`src/rtl/filter_pkg.sv`:
```
// Shared definitions for the filter sequencer: state codes, DMOD bit map,
// default RAM address width.
package filter_pkg;

   // Default filtered-image RAM address width
   localparam int FILTER_ADDR_W = 13;

   // Sequencer state codes (3-bit, registered)
   localparam logic [2:0] ST_IDLE       = 3'd0;
   localparam logic [2:0] ST_WAIT_BLANK = 3'd1;
   localparam logic [2:0] ST_START      = 3'd2;
   localparam logic [2:0] ST_RUN        = 3'd3;
   localparam logic [2:0] ST_DONE       = 3'd4;
   localparam logic [2:0] ST_ERR        = 3'd5;

   // DMOD SFR bit positions
   localparam int DMOD_EN      = 0;
   localparam int DMOD_SEL_LSB = 1;
   localparam int DMOD_SEL_MSB = 3;
   localparam int DMOD_MODE    = 4;
   localparam int DMOD_RES     = 5;
   localparam int DMOD_NEWTXT  = 6;

   // The accelerator owns RAM port 0 only while it is being started or running
   function automatic logic acc_owns_port(input logic [2:0] state);
      return (state == ST_START) || (state == ST_RUN);
   endfunction

endpackage

```
`src/rtl/filter_sequencer_if.sv`:
```
// Accelerator-side bundle: start/done handshake, configuration snapshot and
// the accelerator's RAM port-0 request.
interface filter_sequencer_if #(parameter int ADDR_W = 13);
   logic              ap_start;
   logic              ap_ready;
   logic              ap_done;
   logic              ap_idle;
   logic [7:0]        sfr;
   logic [ADDR_W-1:0] acc_addr0;
   logic              acc_ce0;
   logic              acc_we0;

   // Sequencer side
   modport master (
      output ap_start, sfr,
      input  ap_ready, ap_done, ap_idle, acc_addr0, acc_ce0, acc_we0
   );

   // Accelerator side
   modport slave (
      input  ap_start, sfr,
      output ap_ready, ap_done, ap_idle, acc_addr0, acc_ce0, acc_we0
   );
endinterface

```
`src/rtl/filter_port_mux.sv`:
```
// RAM port-0 owner select: accelerator request or a plain VGA read.
module filter_port_mux #(
   parameter int ADDR_W = 13
) (
   input  logic              i_acc_sel,
   input  logic [ADDR_W-1:0] i_acc_addr0,
   input  logic              i_acc_ce0,
   input  logic              i_acc_we0,
   input  logic [ADDR_W-1:0] i_vga_addr,
   output logic [ADDR_W-1:0] o_ram_addr0,
   output logic              o_ram_ce0,
   output logic              o_ram_we0
);

   // VGA always reads (ce=1, we=0); the accelerator's enables pass straight through
   always_comb begin
      if (i_acc_sel) begin
         o_ram_addr0 = i_acc_addr0;
         o_ram_ce0   = i_acc_ce0;
         o_ram_we0   = i_acc_we0;
      end else begin
         o_ram_addr0 = i_vga_addr;
         o_ram_ce0   = 1'b1;
         o_ram_we0   = 1'b0;
      end
   end

endmodule

```
`src/rtl/filter_sequencer.sv`:
```
// Sequencer and RAM port-0 arbiter for the filter accelerator. Arms on a
// fresh DMOD enable edge, waits for vertical blanking, runs the accelerator
// start/done handshake with the VGA reader held off, and pulses done.
module filter_sequencer
   import filter_pkg::*;
#(
   parameter int ADDR_W    = FILTER_ADDR_W,
   parameter int TIMEOUT_W = 20
) (
   input  logic                 i_clk,
   input  logic                 i_rst_n,
   input  logic [7:0]           i_dmod,
   input  logic                 i_vblank,
   filter_sequencer_if.master   acc,
   input  logic [ADDR_W-1:0]    i_vga_addr,
   output logic [ADDR_W-1:0]    o_ram_addr0,
   output logic                 o_ram_ce0,
   output logic                 o_ram_we0,
   output logic                 o_vga_hold,
   output logic                 o_busy,
   output logic                 o_done,
   output logic                 o_timeout
);

   logic [2:0]           state_reg;
   logic [2:0]           state_next;
   logic                 armed_reg;
   logic [7:0]           sfr_reg;
   logic [TIMEOUT_W-1:0] wdog_reg;
   logic [TIMEOUT_W-1:0] wdog_next;
   logic                 enable;
   logic                 wdog_fire;

   // ap_idle carries no information the sequencer needs
   logic unused_ap_idle;
   assign unused_ap_idle = acc.ap_idle;

   assign enable    = i_dmod[DMOD_EN];
   assign wdog_next = wdog_reg + 1'b1;
   // RUN lasts 2^TIMEOUT_W - 1 cycles: the count would hit all-ones on the ERR edge
   assign wdog_fire = (wdog_next == {TIMEOUT_W{1'b1}});

   // Next-state decode
   always_comb begin
      state_next = state_reg;
      case (state_reg)
         ST_IDLE: begin
            if (armed_reg && enable) state_next = ST_WAIT_BLANK;
         end
         ST_WAIT_BLANK: begin
            if (!enable)       state_next = ST_IDLE;
            else if (i_vblank) state_next = ST_START;
         end
         ST_START: begin
            if (acc.ap_ready) state_next = acc.ap_done ? ST_DONE : ST_RUN;
         end
         ST_RUN: begin
            if (acc.ap_done)    state_next = ST_DONE;
            else if (wdog_fire) state_next = ST_ERR;
         end
         ST_DONE: begin
            state_next = ST_IDLE;
         end
         ST_ERR: begin
            if (!enable) state_next = ST_IDLE;
         end
         default: begin
            state_next = ST_IDLE;
         end
      endcase
   end

   // State register
   always_ff @(posedge i_clk or negedge i_rst_n) begin
      if (!i_rst_n) state_reg <= ST_IDLE;
      else          state_reg <= state_next;
   end

   // Armed only after enable is seen low in IDLE, so each run needs a new 0->1
   always_ff @(posedge i_clk or negedge i_rst_n) begin
      if (!i_rst_n) begin
         armed_reg <= 1'b0;
      end else if (state_reg == ST_IDLE) begin
         if (!enable)                     armed_reg <= 1'b1;
         else if (state_next != ST_IDLE)  armed_reg <= 1'b0;
      end else begin
         armed_reg <= 1'b0;
      end
   end

   // DMOD snapshot taken at arm; later DMOD writes do not disturb a run
   always_ff @(posedge i_clk or negedge i_rst_n) begin
      if (!i_rst_n)
         sfr_reg <= 8'h00;
      else if (state_reg == ST_IDLE && state_next == ST_WAIT_BLANK)
         sfr_reg <= i_dmod;
   end

   // Run watchdog: counts RUN cycles from zero on every entry
   always_ff @(posedge i_clk or negedge i_rst_n) begin
      if (!i_rst_n)
         wdog_reg <= '0;
      else if (state_reg == ST_RUN && state_next == ST_RUN)
         wdog_reg <= wdog_next;
      else
         wdog_reg <= '0;
   end

   assign acc.ap_start = (state_reg == ST_START);
   assign acc.sfr      = sfr_reg;
   assign o_done       = (state_reg == ST_DONE);
   assign o_timeout    = (state_reg == ST_ERR);
   assign o_busy       = (state_reg != ST_IDLE) && (state_reg != ST_ERR);
   assign o_vga_hold   = (state_reg == ST_START) || (state_reg == ST_RUN) ||
                         (state_reg == ST_DONE);

   filter_port_mux #(.ADDR_W(ADDR_W)) u_port_mux (
      .i_acc_sel   (acc_owns_port(state_reg)),
      .i_acc_addr0 (acc.acc_addr0),
      .i_acc_ce0   (acc.acc_ce0),
      .i_acc_we0   (acc.acc_we0),
      .i_vga_addr  (i_vga_addr),
      .o_ram_addr0 (o_ram_addr0),
      .o_ram_ce0   (o_ram_ce0),
      .o_ram_we0   (o_ram_we0)
   );

endmodule

```
`src/flat_wrapper.sv`:
```
// flat-port wrapper written by rule: the top's interface ports become plain ports
module filter_sequencer_flat import filter_pkg::*;
#(
   parameter int ADDR_W    = FILTER_ADDR_W,
   parameter int TIMEOUT_W = 20
)
  (i_clk, i_rst_n, i_dmod, i_vblank, i_vga_addr, o_ram_addr0, o_ram_ce0, o_ram_we0, o_vga_hold, o_busy, o_done, o_timeout, acc_ap_start, acc_sfr, acc_ap_ready, acc_ap_done, acc_ap_idle, acc_acc_addr0, acc_acc_ce0, acc_acc_we0);
  filter_sequencer_if #(.ADDR_W(ADDR_W)) acc_i ();
  input  logic i_clk;
  input  logic i_rst_n;
  input  logic [7:0] i_dmod;
  input  logic i_vblank;
  input  logic [ADDR_W-1:0] i_vga_addr;
  output logic [ADDR_W-1:0] o_ram_addr0;
  output logic o_ram_ce0;
  output logic o_ram_we0;
  output logic o_vga_hold;
  output logic o_busy;
  output logic o_done;
  output logic o_timeout;
  output wire logic [$bits(acc_i.ap_start)-1:0] acc_ap_start;
  output wire logic [$bits(acc_i.sfr)-1:0] acc_sfr;
  input wire logic [$bits(acc_i.ap_ready)-1:0] acc_ap_ready;
  input wire logic [$bits(acc_i.ap_done)-1:0] acc_ap_done;
  input wire logic [$bits(acc_i.ap_idle)-1:0] acc_ap_idle;
  input wire logic [$bits(acc_i.acc_addr0)-1:0] acc_acc_addr0;
  input wire logic [$bits(acc_i.acc_ce0)-1:0] acc_acc_ce0;
  input wire logic [$bits(acc_i.acc_we0)-1:0] acc_acc_we0;
  assign acc_ap_start = acc_i.ap_start;
  assign acc_sfr = acc_i.sfr;
  assign acc_i.ap_ready = acc_ap_ready;
  assign acc_i.ap_done = acc_ap_done;
  assign acc_i.ap_idle = acc_ap_idle;
  assign acc_i.acc_addr0 = acc_acc_addr0;
  assign acc_i.acc_ce0 = acc_acc_ce0;
  assign acc_i.acc_we0 = acc_acc_we0;
  filter_sequencer #(.ADDR_W(ADDR_W), .TIMEOUT_W(TIMEOUT_W)) u_core (.i_clk(i_clk), .i_rst_n(i_rst_n), .i_dmod(i_dmod), .i_vblank(i_vblank), .acc(acc_i), .i_vga_addr(i_vga_addr), .o_ram_addr0(o_ram_addr0), .o_ram_ce0(o_ram_ce0), .o_ram_we0(o_ram_we0), .o_vga_hold(o_vga_hold), .o_busy(o_busy), .o_done(o_done), .o_timeout(o_timeout));
endmodule
```
`config.mk`:
```
export PLATFORM = sky130hd
export DESIGN_NAME = filter_sequencer_flat
export DESIGN_NICKNAME = d
export VERILOG_FILES = /design/src/rtl/filter_pkg.sv /design/src/rtl/filter_sequencer_if.sv /design/src/rtl/filter_port_mux.sv /design/src/rtl/filter_sequencer.sv /design/src/flat_wrapper.sv
export SDC_FILE = /design/constraint.sdc
export NUM_CORES = 1
export LEC_CHECK = 0
export BUFFER_PORTS_ARGS = -buffer_cell sky130_fd_sc_hd__buf_4
export CAP_MARGIN = 20
export CORE_ASPECT_RATIO = 0.75
export CORE_UTILIZATION = 25
export DETAILED_ROUTE_END_ITERATION = 6
export PLACE_DENSITY_LB_ADDON = 0.3
export SYNTH_ARGS = -nofsm -noshare
export SYNTH_HDL_FRONTEND = slang
export SYNTH_SLANG_ARGS = --single-unit
```
`constraint.sdc`:
```
create_clock -name i_clk -period 2.25 [get_ports i_clk]
set_input_delay 0 -clock i_clk [delete_from_list [all_inputs] [get_ports i_clk]]
set_output_delay 0 -clock i_clk [all_outputs]
set_load 0.1 [all_outputs]
```
==> results.json <==
{
  "cts_buffer_depth": 2,
  "die_width_um": 101,
  "synthArstFlopShare_pct": 100,
  "maxSlewViolCount": 0,
  "tritoncts": "done",
  "hp-class": "input pin to flop",
  "grt_pass1_wl_um": 6980,
  "syn_avg_cell_area_um2": 9.79,
  "critical_path_class": "flop to flop",
  "synth_edf_count": 0,
  "synth_nets": 230,
  "p_seq_share_pct": 24.2,
  "cts.clk_slew.worst_paths_ns": 0.07,
  "crit_start": "u_core.wdog_reg[0]",
  "cts_root_buf": "clkbuf_8",
  "syn_to_final_growth_pct": 54.7,
  "dp_hpwl_um": 3100,
  "largest_reg_flops": 20,
  "setup_slack_ns": 0.0877,
  "synth_most_common_cell": "dfrtp_1",
  "drive_above_1_share_pct": 43.3,
  "port_buffers": 68,
  "drc": 0,
  "highest_layer": "met4",
  "fp-row-count": 26,
  "crit_arrival_ns": 2.34,
  "die_h_um": 75.9,
  "fin_nets": 320,
  "met3_length_um": 270,
  "min_period_over_period_pct": 96.1,
  "vdd_drop_max_mv": 0.680,
  "powerDensity_nw_per_um2": 1070,
  "final_cells": 375,
  "wl_per_cell_um": 12.2,
  "place_inst": 350,
  "synth_top_area_cell": "dfrtp_1",
  "htree_levels": 2,
  "clk-insertion-delay-late_ns": 0.28,
  "grt_pass1_vias": 1567,
  "comb_power_share_pct": 60.6,
  "power.leakage_nw": 1.23,
  "path_max_fanout": 7,
  "pin_count": 70,
  "synth_ff_type": "dfrtp_1",
  "dpl-instance-area_um2": 2470,
  "antenna_found_initial": 0,
  "drt_iter0_drc": 59,
  "overflow": 0,
  "path_cells": "buf_4 > nand4_4 > or2_2 > o32ai_1 > a21oi_1 > o31ai_4 > buf_6 > clkbuf_16 > nor2_1",
  "dp_slack_ns": 0.130,
  "cp_slowest_stage_delay_ns": 0.42,
  "start_util_pct": 26.3,
  "design.core.area_um2": 6930,
  "reg2reg_slack_ns": 0.09,
  "grt_usage_pct": 11.4,
  "switching_share_pct": 54.9,
  "fmax_mhz": 462,
  "via_per_inst": 4.39,
  "timing.slew.headroom_pct": 63.5,
  "reg2reg_from": "u_core.wdog_reg[0]",
  "vias": 1648,
  "n_antenna_cell": 0,
  "dieArea_um2": 7640,
  "worstRegToRegCells": 9,
  "skew_ns": 0.00534,
  "wl_met1_um": 2150,
  "r2r_end": "u_core.wdog_reg[17]",
  "yosysTopAreaCellShare_pct": 44.0,
  "drt-total-wl_um": 4570,
  "intPower_mw": 1.36,
  "yosysWarnings": 0,
  "clock_sinks": 32,
  "hold_slack_ns": 0.0518,
  "start_kind": "flop",
  "synthCells": 186,
  "cts_inserted_buffers": 5,
  "grt_max_degree": 33,
  "status": "complete, no violations",
  "slowest_stage": "dfrtp_2",
  "syn_area_um2": 1820,
  "antenna_left": 0,
  "endpoint": "u_core.wdog_reg[17]",
  "place.gp.congestion": 0.762,
  "finalSetupViolCount": 0,
  "first_pass_iters": 4,
  "synth_seq_area_share_pct": 44.0,
  "synth_common_cells": "32 x dfrtp_1, 27 x nor2_1, 20 x mux2_2, 14 x xnor2_1, 13 x nand2_1",
  "ys_top_cells_by_area": "dfrtp_1 44%, mux2_2 12%, xnor2_1 6.7%",
  "nFillCells": 695,
  "finalSetupTns_ns": 0,
  "tightest_slew_ns": 0.547,
  "switchingPower_mw": 1.65,
  "cp.required_ns": 2.42,
  "post-route-min-period_ns": 2.16,
  "p_clk_share_pct": 15.2,
  "synthDistinctLibCells": 33,
  "critPathCaptureType": "flop",
  "wl_met2_um": 2130,
  "maxCapViolCount": 0,
  "hold_viol": 0,
  "synth-seq-cells": 32,
  "final_area_um2": 2820
}
[power groups by stage]
stage | Clock, mW | Sequential, mW | Combinational (mW)
floorplan | 0 | 1.19 | 0.981
global placement | 0 | 0.734 | 1.80
detailed placement | 0 | 0.739 | 1.80
CTS | 0.472 | 0.729 | 1.82
global route | 0.502 | 0.744 | 1.88
finish | 0.459 | 0.728 | 1.83
[final cells by class]
type	count	area [µm²]	share of cell area (%)
Sequential cell	32	803	28.5
Clock buffer	8	90.1	3.20
Inverter	8	30.0	1.07
Tap cell	98	123	4.35
Timing Repair Buffer	89	751	26.6
Multi-Input combinational cell	140	1020	36.3
[kinds of logic after synthesis]
logic type,count (synthesis),share of synthesized area [%]
buf+inv,14,3.30
flops,32,44.0
xor+xnor,21,10.1
simple gates,80,22.7
compound gates,17,6.18
mux,20,12.4
fa+ha+maj,2,1.37
[worst min path at each step]
stage | slack, ns | to | depth (start not counted) | startpoint
final | 0.05 | u_core.state_reg[1] | 3 | i_vblank
after global routing | 0.06 | u_core.state_reg[1] | 3 | i_vblank
after CTS | 0.03 | u_core.state_reg[1] | 3 | i_vblank
after detailed placement | -0.03 | u_core.acc.sfr[0] | 1 | i_rst_n
after global placement | -0.03 | u_core.acc.sfr[0] | 1 | i_rst_n
after floorplan | -0.30 | u_core.acc.sfr[0] | 0 | i_rst_n
[worst max-delay path, delay by kind of cell (launching register included)]
kind                   cells  cell delay (ns)
flip-flops                 1             0.42
AND/OR/NAND/NOR            3             0.56
AO/OA/AOI/OAI              3             0.60
buffers and inverters      3             0.46
[metrics by stage]
step                      utilization [%]  total power [mW]
after floorplan                         -              2.17
after global placement               35.6              2.53
after detailed placement             35.6              2.54
after CTS                            38.5              3.02
after global routing                 40.7              3.13
final                                40.7              3.01
[routing by layer]
metal / vias to the layer above / global-route usage (%)
met2: 44 / 18.3
met1: 783 / 14.7
met5: - / 0
met3: 4 / 4.15
met4: 0 / 2.61
li1: 817 / -
[cell usage in the layout (no fill, tap or decap), types with 5 or more instances in the layout]
cell type,netlist,routed
buf_4,0,73
dfrtp_1,32,30
nor2_1,27,26
mux2_2,20,20
xnor2_1,14,14
nand2_1,13,13
dlygate4sd3_1,0,11
nand3_1,9,8
inv_1,8,7
a21oi_1,7,7
xor2_1,7,7
nand2b_1,6,6
clkbuf_8,0,6
o21ai_0,5,5
[what timing repair did]
item,CTS,global route
hold buffers,11,0
setup endpoints to repair,0,19
buffers inserted,0,3
hold endpoints to repair,42,0
gates resized for setup,0,15
(Power assumes the default switching activity.)
